### config.mk
export PLATFORM = sky130hd
export DESIGN_NAME = voice_allocator_flat
export DESIGN_NICKNAME = d
export VERILOG_FILES = /design/src/rtl/voice_allocator_pkg.sv /design/src/rtl/voice_allocator_if.sv /design/src/rtl/voice_allocator_lru.sv /design/src/rtl/voice_allocator.sv /design/src/flat_wrapper.sv
export SDC_FILE = /design/constraint.sdc
export NUM_CORES = 1
export LEC_CHECK = 0
export ABC_AREA = 1
export BUFFER_PORTS_ARGS = -buffer_cell sky130_fd_sc_hd__buf_2
export CORE_ASPECT_RATIO = 1.2
export CORE_UTILIZATION = 25
export CTS_CLUSTER_SIZE = 30
export DETAILED_ROUTE_END_ITERATION = 12
export HOLD_SLACK_MARGIN = 0.12
export PLACE_DENSITY = 0.46
export SLEW_MARGIN = 20
export SYNTH_ARGS = -nofsm -noshare
export SYNTH_HDL_FRONTEND = slang
export SYNTH_SLANG_ARGS = --single-unit
export TNS_END_PERCENT = 100
### constraint.sdc
create_clock -name clk -period 3.4 [get_ports clk]
set_input_delay 0 -clock clk [delete_from_list [all_inputs] [get_ports clk]]
set_output_delay 0 -clock clk [all_outputs]
set_load 0.005 [all_outputs]
### src/rtl/voice_allocator_pkg.sv
// Shared types and constants for the voice allocator: FSM state encoding,
// note-on target classes (lower code wins) and default sizing.
package voice_alloc_pkg;

  localparam int DEF_NUM_VOICES = 4;
  localparam int DEF_NOTE_BITS  = 7;
  localparam int RANK_W         = $clog2(DEF_NUM_VOICES);

  typedef enum logic [1:0] {
    ST_IDLE  = 2'd0,
    ST_SCAN  = 2'd1,
    ST_GAP   = 2'd2,
    ST_APPLY = 2'd3
  } state_e;

  typedef enum logic [1:0] {
    CLS_RETRIG    = 2'd0,
    CLS_FREE      = 2'd1,
    CLS_RELEASING = 2'd2,
    CLS_STEAL     = 2'd3
  } cls_e;

endpackage

### src/rtl/voice_allocator_if.sv
// Note-event handshake plus per-voice gate/note/idle bus.
// ev_valid/ev_ready: an event transfers on a clock edge where both are 1; the
// source must hold ev_on/ev_note stable while ev_valid is 1 and ev_ready is 0.
interface voice_alloc_if #(
  parameter int NUM_VOICES = 4,
  parameter int NOTE_BITS  = 7
);
  logic                            ev_valid;
  logic                            ev_ready;
  logic                            ev_on;
  logic [NOTE_BITS-1:0]            ev_note;
  logic [NUM_VOICES-1:0]           voice_idle;
  logic [NUM_VOICES-1:0]           note_en;
  logic [NUM_VOICES*NOTE_BITS-1:0] voice_note;
  logic                            steal;

  modport master (
    output ev_valid, ev_on, ev_note, voice_idle,
    input  ev_ready, note_en, voice_note, steal
  );

  modport slave (
    input  ev_valid, ev_on, ev_note, voice_idle,
    output ev_ready, note_en, voice_note, steal
  );
endinterface

### src/rtl/voice_allocator_lru.sv
// Least-recently-assigned ranking: rank 0 is newest, NUM_VOICES-1 is oldest.
// A touch promotes the target to 0 and ages every voice that was newer than it.
module lru_rank #(
  parameter int NUM_VOICES = 4,
  parameter int RW         = $clog2(NUM_VOICES)
) (
  input  logic                            clk,
  input  logic                            rst,
  input  logic                            touch_i,
  input  logic [RW-1:0]                   idx_i,
  output logic [NUM_VOICES-1:0][RW-1:0]   rank_o
);

  logic [NUM_VOICES-1:0][RW-1:0] rank_q, rank_d;

  always_comb begin
    rank_d = rank_q;
    if (touch_i) begin
      for (int v = 0; v < NUM_VOICES; v++) begin
        if (RW'(v) == idx_i) rank_d[v] = '0;
        else if (rank_q[v] < rank_q[idx_i]) rank_d[v] = rank_q[v] + 1'b1;
      end
    end
  end

  always_ff @(posedge clk or posedge rst) begin
    if (rst) begin
      for (int v = 0; v < NUM_VOICES; v++) rank_q[v] <= RW'(v);
    end else begin
      rank_q <= rank_d;
    end
  end

  assign rank_o = rank_q;

endmodule

### src/rtl/voice_allocator.sv
// Voice allocator: scans one voice per cycle to pick a note-on/note-off target,
// optionally inserts a one-cycle gate gap for retrigger/steal, then applies.
module voice_allocator
  import voice_alloc_pkg::*;
#(
  parameter int NUM_VOICES = DEF_NUM_VOICES,
  parameter int NOTE_BITS  = DEF_NOTE_BITS
) (
  input  logic                                          clk,
  input  logic                                          rst,
  voice_alloc_if.slave                                  bus,
  output state_e                                        state_o,
  output logic [NUM_VOICES-1:0][$clog2(NUM_VOICES)-1:0] rank_o
);

  localparam int RW = $clog2(NUM_VOICES);
  localparam logic [RW-1:0] LAST = RW'(NUM_VOICES - 1);

  state_e                              state_q, state_d;
  logic [RW-1:0]                       scan_q, scan_d;
  logic                                on_q, on_d;
  logic [NOTE_BITS-1:0]                note_q, note_d;
  logic                                bv_q, bv_d;
  cls_e                                bc_q, bc_d;
  logic [RW-1:0]                       bi_q, bi_d;
  logic [RW-1:0]                       br_q, br_d;
  logic [NUM_VOICES-1:0]               note_en_q, note_en_d;
  logic [NUM_VOICES-1:0][NOTE_BITS-1:0] vnote_q, vnote_d;
  logic                                steal_q, steal_d;
  logic                                touch;
  logic                                hit, cand_ok, better;
  cls_e                                cand_cls;
  logic [NUM_VOICES-1:0][RW-1:0]       rank;

  lru_rank #(.NUM_VOICES(NUM_VOICES), .RW(RW)) u_lru (
    .clk     (clk),
    .rst     (rst),
    .touch_i (touch),
    .idx_i   (bi_q),
    .rank_o  (rank)
  );

  always_comb begin
    state_d   = state_q;
    scan_d    = scan_q;
    on_d      = on_q;
    note_d    = note_q;
    bv_d      = bv_q;
    bc_d      = bc_q;
    bi_d      = bi_q;
    br_d      = br_q;
    note_en_d = note_en_q;
    vnote_d   = vnote_q;
    steal_d   = 1'b0;
    touch     = 1'b0;
    hit       = 1'b0;
    cand_ok   = 1'b0;
    better    = 1'b0;
    cand_cls  = CLS_STEAL;
    case (state_q)
      ST_IDLE: begin
        if (bus.ev_valid) begin
          on_d    = bus.ev_on;
          note_d  = bus.ev_note;
          scan_d  = '0;
          bv_d    = 1'b0;
          state_d = ST_SCAN;
        end
      end
      ST_SCAN: begin
        hit = note_en_q[scan_q] && (vnote_q[scan_q] == note_q);
        if (on_q) begin
          cand_ok = 1'b1;
          if (hit)                    cand_cls = CLS_RETRIG;
          else if (note_en_q[scan_q]) cand_cls = CLS_STEAL;
          else if (bus.voice_idle[scan_q]) cand_cls = CLS_FREE;
          else                        cand_cls = CLS_RELEASING;
        end else begin
          // Note-off only considers held voices with the same note.
          cand_ok  = hit;
          cand_cls = CLS_RETRIG;
        end
        better = cand_ok && (!bv_q || (cand_cls < bc_q) ||
                 ((cand_cls == bc_q) && (cand_cls >= CLS_RELEASING) && (rank[scan_q] > br_q)));
        if (better) begin
          bv_d = 1'b1;
          bc_d = cand_cls;
          bi_d = scan_q;
          br_d = rank[scan_q];
        end
        scan_d = scan_q + 1'b1;
        if (scan_q == LAST) begin
          if (on_q && bv_d && ((bc_d == CLS_RETRIG) || (bc_d == CLS_STEAL))) state_d = ST_GAP;
          else state_d = ST_APPLY;
        end
      end
      ST_GAP: begin
        note_en_d[bi_q] = 1'b0;
        steal_d         = (bc_q == CLS_STEAL);
        state_d         = ST_APPLY;
      end
      ST_APPLY: begin
        if (bv_q) begin
          if (on_q) begin
            note_en_d[bi_q] = 1'b1;
            vnote_d[bi_q]   = note_q;
            touch           = 1'b1;
          end else begin
            note_en_d[bi_q] = 1'b0;
          end
        end
        state_d = ST_IDLE;
      end
      default: state_d = ST_IDLE;
    endcase
  end

  always_ff @(posedge clk or posedge rst) begin
    if (rst) begin
      state_q   <= ST_IDLE;
      scan_q    <= '0;
      on_q      <= 1'b0;
      note_q    <= '0;
      bv_q      <= 1'b0;
      bc_q      <= CLS_RETRIG;
      bi_q      <= '0;
      br_q      <= '0;
      note_en_q <= '0;
      vnote_q   <= '0;
      steal_q   <= 1'b0;
    end else begin
      state_q   <= state_d;
      scan_q    <= scan_d;
      on_q      <= on_d;
      note_q    <= note_d;
      bv_q      <= bv_d;
      bc_q      <= bc_d;
      bi_q      <= bi_d;
      br_q      <= br_d;
      note_en_q <= note_en_d;
      vnote_q   <= vnote_d;
      steal_q   <= steal_d;
    end
  end

  // Gated by rst so the source never sees ready while reset is held.
  assign bus.ev_ready   = (state_q == ST_IDLE) && !rst;
  assign bus.note_en    = note_en_q;
  assign bus.voice_note = vnote_q;
  assign bus.steal      = steal_q;
  assign state_o        = state_q;
  assign rank_o         = rank;

endmodule
### src/flat_wrapper.sv
// flat-port wrapper written by rule: the top's interface ports become plain ports
module voice_allocator_flat import voice_alloc_pkg::*;
#(
  parameter int NUM_VOICES = DEF_NUM_VOICES,
  parameter int NOTE_BITS  = DEF_NOTE_BITS
)
  (clk, rst, state_o, rank_o, bus_ev_valid, bus_ev_on, bus_ev_note, bus_voice_idle, bus_ev_ready, bus_note_en, bus_voice_note, bus_steal);
  voice_alloc_if #(.NUM_VOICES(NUM_VOICES), .NOTE_BITS(NOTE_BITS)) bus_i ();
  input  logic clk;
  input  logic rst;
  output state_e state_o;
  output logic [NUM_VOICES-1:0][$clog2(NUM_VOICES)-1:0] rank_o;
  input wire logic [$bits(bus_i.ev_valid)-1:0] bus_ev_valid;
  input wire logic [$bits(bus_i.ev_on)-1:0] bus_ev_on;
  input wire logic [$bits(bus_i.ev_note)-1:0] bus_ev_note;
  input wire logic [$bits(bus_i.voice_idle)-1:0] bus_voice_idle;
  output wire logic [$bits(bus_i.ev_ready)-1:0] bus_ev_ready;
  output wire logic [$bits(bus_i.note_en)-1:0] bus_note_en;
  output wire logic [$bits(bus_i.voice_note)-1:0] bus_voice_note;
  output wire logic [$bits(bus_i.steal)-1:0] bus_steal;
  assign bus_i.ev_valid = bus_ev_valid;
  assign bus_i.ev_on = bus_ev_on;
  assign bus_i.ev_note = bus_ev_note;
  assign bus_i.voice_idle = bus_voice_idle;
  assign bus_ev_ready = bus_i.ev_ready;
  assign bus_note_en = bus_i.note_en;
  assign bus_voice_note = bus_i.voice_note;
  assign bus_steal = bus_i.steal;
  voice_allocator #(.NUM_VOICES(NUM_VOICES), .NOTE_BITS(NOTE_BITS)) u_core (.clk(clk), .rst(rst), .bus(bus_i), .state_o(state_o), .rank_o(rank_o));
endmodule
[Word level (Yosys, flattened, before mapping)]
Cells that the tools add are included.
Word-level totals
  bits in registers: 60
  bits of input ports: 15
  word-level logic and storage cells: 131
Operators by class
  add/sub/neg operators: 5
  order comparisons: 10
  eq/ne operators: 14
  multiplexer cells: 49
  bitwise logic cells: 3
  reductions and logical operators: 32
Operators with widths (number)
  $mux W2: 20
  $bwmux W28: 1
  $reduce_and A2 Y1: 9
  $bmux W7 S2: 1
  $demux W7 S2: 1
  $mux W7: 2
  $mux W1: 13
  $reduce_bool A2 Y1: 6
  $add A2 B1 Y2 const B: 5
  $eq A2 B2 Y1 const B: 5
  $lt A2 B2 Y1: 5
  $bmux W2 S2: 2
  $logic_and A1 B1 Y1: 8
  $mux W4: 2
  $pmux W2 S4: 1
  $pmux W4 S2: 1
  $eq A7 B7 Y1: 1
  $logic_not A2 Y1: 3
  $lt A2 B3 Y1 const B: 2
  $and A4 B4 Y4: 1
  $bmux W1 S2: 2
  $eq A2 B2 Y1 const A: 2
  $ne A2 B1 Y1 const B: 2
  $not A4 Y4: 1
  14 further kinds: 17

[Logic depth before layout (Yosys ltp)]
  depth after elaboration: 20
  mapped depth: 25
  gate-level depth less buffers: 24

[By module]
A second synthesis with hierarchy kept.
Unflattened totals
  cells, all modules: 462
  area, all modules: 3377.0 um^2
Modules (own cells, without submodules)
  voice_allocator: times used 1, cells each 362, area each 2731.4 um^2
  lru_rank: times used 1, cells each 100, area each 645.6 um^2

[Least setup slack after synthesis]
OpenSTA, ideal clock, no wires.
  path kind: reg-to-reg
  start: reg u_core.scan_q[0]
  end: reg u_core.bc_q[0]
  library setup time: 128 ps
  arrival: 2454 ps
  required time: 3272 ps
  path slack: 818 ps
  stages on the path, launching flop included: 24
  path buffers: 1
  period minus slack after synthesis: 2582 ps
  cells stage by stage: dfrtp_1 > inv_2 > buf_6 > nand2_1 > nand3_1 > nand2_1 > nand2_1 > nand2_1 > inv_1 > nand2_1 > nor2_1 > nand2_2 > nand2_1 > inv_1 > ha_1 > nand2_1 > a211oi_1 > nand3_2 > nand2_2 > nand2_4 > nor2_4 > inv_1 > nand2_1 > o21ai_0
Between the ends
  word-level cells in the longest chain between the ends: 14
RTL lines
  start, declared: RTL line voice_allocator.sv:20  | logic [RW-1:0] scan_q, scan_d;
  start signal, assigned: RTL line voice_allocator.sv:133  | scan_q <= scan_d;
  $bmux W7 S2 / $bmux W1 S2 (equally long branches): RTL line voice_allocator.sv:71, voice_allocator.sv:76
  $mux W7 (implied by the code) / $mux W1 (equally long branches): RTL line voice_allocator.sv:71, voice_allocator.sv:76
  $eq A7 B7 Y1 / $mux W2 (equally long branches): RTL line voice_allocator.sv:71, voice_allocator.sv:76
  $logic_and A1 B1 Y1 / $mux W2 (equally long branches): RTL line voice_allocator.sv:71, voice_allocator.sv:75
  $mux W2: RTL line voice_allocator.sv:74  | if (hit) cand_cls = CLS_RETRIG;
  $mux W2: RTL line voice_allocator.sv:72  | if (on_q) begin
  $mux W2: RTL line voice_allocator.sv:60  | case (state_q)
  $ge A2 B2 Y1 / $eq A2 B2 Y1 (equally long branches): RTL line voice_allocator.sv:84  | ((cand_cls == bc_q) && (cand_cls >= CLS_RELEASING) && (rank[scan_q] > br_q)));
  $logic_and A1 B1 Y1 (2 in a row): RTL line voice_allocator.sv:84
  $logic_or A1 B1 Y1: RTL line voice_allocator.sv:83  | better = cand_ok && (!bv_q || (cand_cls < bc_q) ||
  $logic_and A1 B1 Y1: RTL line voice_allocator.sv:83
  $mux W2 *: RTL line voice_allocator.sv:85  | if (better) begin
  $mux W2 *: RTL line voice_allocator.sv:60
  end signal, assigned: RTL line voice_allocator.sv:125  | bc_q <= CLS_RETRIG;
  end signal, assigned: RTL line voice_allocator.sv:137  | bc_q <= bc_d;
  end, declared: RTL line voice_allocator.sv:24  | cls_e bc_q, bc_d;
Mark *: on every way between the ends. The rest lies on a longest branch, timed or not. The select of a mux whose other input is x is not followed.
A chain may end at the register's enable or synchronous reset.

[Worst setup path in the final report]
  start: reg u_core.scan_q[1]
  end: reg u_core.state_q[0], in the netlist u_core.state_o[0]
Between the ends
  word-level cells in the longest chain between the ends: 20
RTL lines
  $bmux W7 S2 / $bmux W1 S2 (equally long branches): RTL line voice_allocator.sv:71, voice_allocator.sv:76
  $mux W7 (implied by the code) / $mux W1 (equally long branches): RTL line voice_allocator.sv:71, voice_allocator.sv:76
  $eq A7 B7 Y1 / $mux W2 (equally long branches): RTL line voice_allocator.sv:71, voice_allocator.sv:76
  $logic_and A1 B1 Y1 / $mux W2 (equally long branches): RTL line voice_allocator.sv:71, voice_allocator.sv:75
  $mux W2: RTL line voice_allocator.sv:74
  $mux W2: RTL line voice_allocator.sv:72
  $mux W2: RTL line voice_allocator.sv:60
  $ge A2 B2 Y1 / $eq A2 B2 Y1 (equally long branches): RTL line voice_allocator.sv:84
  (+4 left out)
  $mux W2: RTL line voice_allocator.sv:85
  $mux W2: RTL line voice_allocator.sv:60
  $eq A2 B2 Y1 / $logic_not A2 Y1 (equally long branches): RTL line voice_allocator.sv:93  | if (on_q && bv_d && ((bc_d == CLS_RETRIG) || (bc_d == CLS_STEAL))) state_d = ST_GAP;
  $logic_or A1 B1 Y1: RTL line voice_allocator.sv:93
  $logic_and A1 B1 Y1: RTL line voice_allocator.sv:93
  $mux W1: RTL line voice_allocator.sv:93
  $mux W2: RTL line voice_allocator.sv:92  | if (scan_q == LAST) begin
  $pmux W2 S4: RTL line voice_allocator.sv:60
  end signal, assigned: RTL line voice_allocator.sv:132  | state_q <= state_d;
  end, declared: RTL line voice_allocator.sv:19  | state_e state_q, state_d;
Parallel ways exist; a longest one is shown, timed or not. The select of a mux whose other input is x is not followed.

==> run_results.csv <==
group,metric,value,unit
outcome,status,"completed",
placed_design,dp_hpwl,6.82,mm
cts,cts_sinks,60,
sta,tightest_slew,841,ps
pwr,power_density,1030,nW/µm²
logic_synthesis,synth_ff_type,"dfrtp_1",
sta,skew,7.40,ps
layout,drive_above_1_share,0.181,
critical_path,critPathKind,"flip-flop to flip-flop",
critical_path,cpMaxStageDelayCell,"dfrtp_1",
critical_path,crit_fanout,9,
sta,fin_crit,3020,ps
logic_synthesis,ys_seq_area_frac,0.468,
sta,setup_ws,381,ps
global_route,grt_pass1_wl,14.9,mm
global_route,grt_pass1_vias,2829,
cts,clockBufferDepth,2,
critical_path,cp_cell_sequence,"inv_1, buf_4, nand3_1, nand2_1, nand2_1, nand2_1, nand2_1, nor2_1, nand2_2, nand2_1, inv_1, ha_1, nand2_1, a211oi_1, nand3_2, a21oi_1, inv_1, nand2_1, nand2_1, nand3_1, nand2_1, a21oi_1",
logic_synthesis,ys_warn_count,0,
drt,drc,0,
sta,holdWs,172,ps
die,core_area,12600,µm²
layout,final_cell_mix,"nand2_1, buf_2, dfrtp_1",
pwr,peakVddDrop,0.000332,V
critical_path,startpoint_type,"flip-flop",
critical_path,crit_path_max_incr_delay,370,ps
drt,routed_wl,9.20,mm
logic_synthesis,yosys_register_bits,60,
drt,drtIter0Drc,168,
drt,vias,3013,
logic_synthesis,ys_async_sr_fraction,1.00,
logic_synthesis,synth_cell_types,24,
cts,cts_buffers,9,
sta,hold_viol_final,0,
logic_synthesis,syn_area,3220,µm²
logic_synthesis,ys_top_cells_by_area,"dfrtp_1, nand2_1, o21ai_0, inv_1, ha_1",
placed_design,portBuffers,58,
placed_design,place.gp.congestion,0.832,
layout,area_delta_synth_final,26.3,%
logic_synthesis,yosysTopAreaCell,"dfrtp_1",
cts,cts-root-buf,"clkbuf_16",
layout,num_antenna_cells,0,
die,initial_core_util,0.255,
sta,finalCritPeriodShare,0.888,
global_route,grt_usage,0.146,
die,die-area,13300,µm²
sta,finalSetupViolations,0,
sta,worst_slew_margin_rel,0.439,
sta,rsz0062_at_grt,"no",
global_route,grt_max_degree,39,
drt,drt-wirelength-per-cell,13.9,µm
cts,cts_tree,"yes",
layout,layout_commonest_cell,"nand2_1",
logic_synthesis,synth_fp_nets,448,
die,die_x,106,µm
logic_synthesis,syn_avg_cell_area,7.66,µm²
sta,finalSetupTns,0,ps
global_route,antenna_found_initial,0,
critical_path,crit_buf_inv,4,
drt,drtPass1Iterations,5,
global_route,globalRouteOverflowTotal,0,
critical_path,critPathCaptureType,"flip-flop",
cts,path_clk_slew,50,ps
logic_synthesis,synth_top_area_share,0.435,
critical_path,crit_top_cell,"nand2_1",
min_path,hold_path_class,"primary input to flip-flop",
logic_synthesis,synth_edf_count,0,
drt,drtAntennaViolNets,0,
sta,max_freq,331,MHz
layout,fin_nets,520,
logic_synthesis,synthCells,420,
sta,drv_slew,0,
critical_path,crit_required,3650,ps
die,die_y,126,µm
cts,clock_latency,330,ps
drt,viasPerCell,4.56,
critical_path,cp_top_family,"simple AND/OR/NAND/NOR gates",
die,rows,45,
placed_design,dp_slack,296,ps
critical_path,cp.arrival,3270,ps
flow_run,cap_violations,0,
cts,htree_levels,3,
die,top_level_ports,59,
pwr,leakagePower,2.11,nW
==> timing repair <==
action / in CTS / in global routing
resized for setup: 0 / 2
setup buffers: 0 / 0
endpoints found under the setup margin: 0 / 2
hold buffers: 9 / 0
hold endpoints to repair: 41 / 0
==> flip-flops by register name (all words and copies together), names as in the netlist, named ones only <==
register	cells
u_core.bv_q	1
u_core.bus.voice_note	28
u_core.note_q	7
u_core.bi_q	2
u_core.bus.steal	1
u_core.state_o	2
u_core.bc_q	2
u_core.br_q	2
u_core.u_lru.rank_o	8
u_core.scan_q	2
u_core.on_q	1
==> kinds of logic after synthesis <==
logic type	Yosys count	share of synthesized area
AO/OA/AOI/OAI	93	0.151
AND/OR/NAND/NOR	189	0.243
multiplexers	3	0.00933
flip-flops	60	0.468
adder cells (fa/ha/maj)	13	0.0505
buffers and inverters	62	0.0781
==> layer usage <==
metal	track usage	vias to the layer above	part of all wire
met5	0	-	0
met4	0.0490	0	0.014
met3	0.0373	8	0.059
met2	0.245	80	0.49
met1	0.183	1409	0.44
li1	-	1516	-
==> metrics by stage <==
| stage | instance area, µm² | total power [W] | util | std cells |
|---|---|---|---|---|
| after floorplan | 3220 | 0.00267 | - | 420 |
| after CTS | 4060 | 0.00424 | 0.322 | 661 |
| final | 4070 | 0.00419 | 0.322 | 661 |
| after detailed placement | 3690 | 0.00336 | 0.293 | 636 |
| after global routing | 4070 | 0.00463 | 0.322 | 661 |
| after global placement | 3690 | 0.00332 | 0.293 | 636 |
==> cells in the mapped netlist, types with 3 or more instances <==
| cell | instances |
|---|---|
| nand2_1 | 122 |
| dfrtp_1 | 56 |
| o21ai_0 | 51 |
| inv_1 | 50 |
| nand3_1 | 32 |
| a21oi_1 | 31 |
| nor2_1 | 28 |
| ha_1 | 13 |
| o22ai_1 | 6 |
| clkbuf_1 | 5 |
| dfstp_2 | 4 |
| buf_2 | 3 |
| mux2i_1 | 3 |
==> worst paths after layout <==
path	startpoint	slack (ps)	depth (start not counted)	to
worst max register to register	u_core.scan_q[1]$_DFFE_PP0P_	380	22	u_core.state_o[0]$_DFFE_PP0P_
worst min-delay path	bus_ev_valid	170	6	u_core.scan_q[1]$_DFFE_PP0P_
worst min register to register	u_core.br_q[0]$_DFFE_PP0P_	500	2	u_core.br_q[0]$_DFFE_PP0P_
min in group asynchronous	rst	410	3	u_core.bus.voice_note[7]$_DFFE_PP0P_
worst max-delay path	u_core.scan_q[1]$_DFFE_PP0P_	380	22	u_core.state_o[0]$_DFFE_PP0P_
max in group asynchronous	rst	2180	4	u_core.note_q[6]$_DFFE_PP0P_
==> worst min-delay path, cell delays in order <==
cell and delay, ps:
buf_2 80, or2_2 100, nand2_1 50, inv_1 100, nand2_1 60, o21ai_0 60
==> cell type report <==
| cell class | count | area [µm²] |
|---|---|---|
| clock buffers | 13 | 260 |
| clock inverters | 3 | 21.3 |
| fillers | 1383 | 8550 |
| inverters | 51 | 194 |
| multi-input cells | 298 | 1460 |
| flip-flops and latches | 60 | 1510 |
| well taps | 164 | 205 |
| repair buffers | 72 | 418 |
==> report_power, final <==
| part | switching, W | internal (W) | total, W | leakage (nW) |
|---|---|---|---|---|
| clock network | 0.000325 | 0.000533 | 0.000857 | 0.136 |
| registers | 0.000294 | 0.00105 | 0.00134 | 0.741 |
| logic | 0.00123 | 0.000758 | 0.00199 | 1.23 |
| total | 0.00185 | 0.00234 | 0.00419 | 2.11 |
No activity file was read; power rests on OpenSTA's default activity.
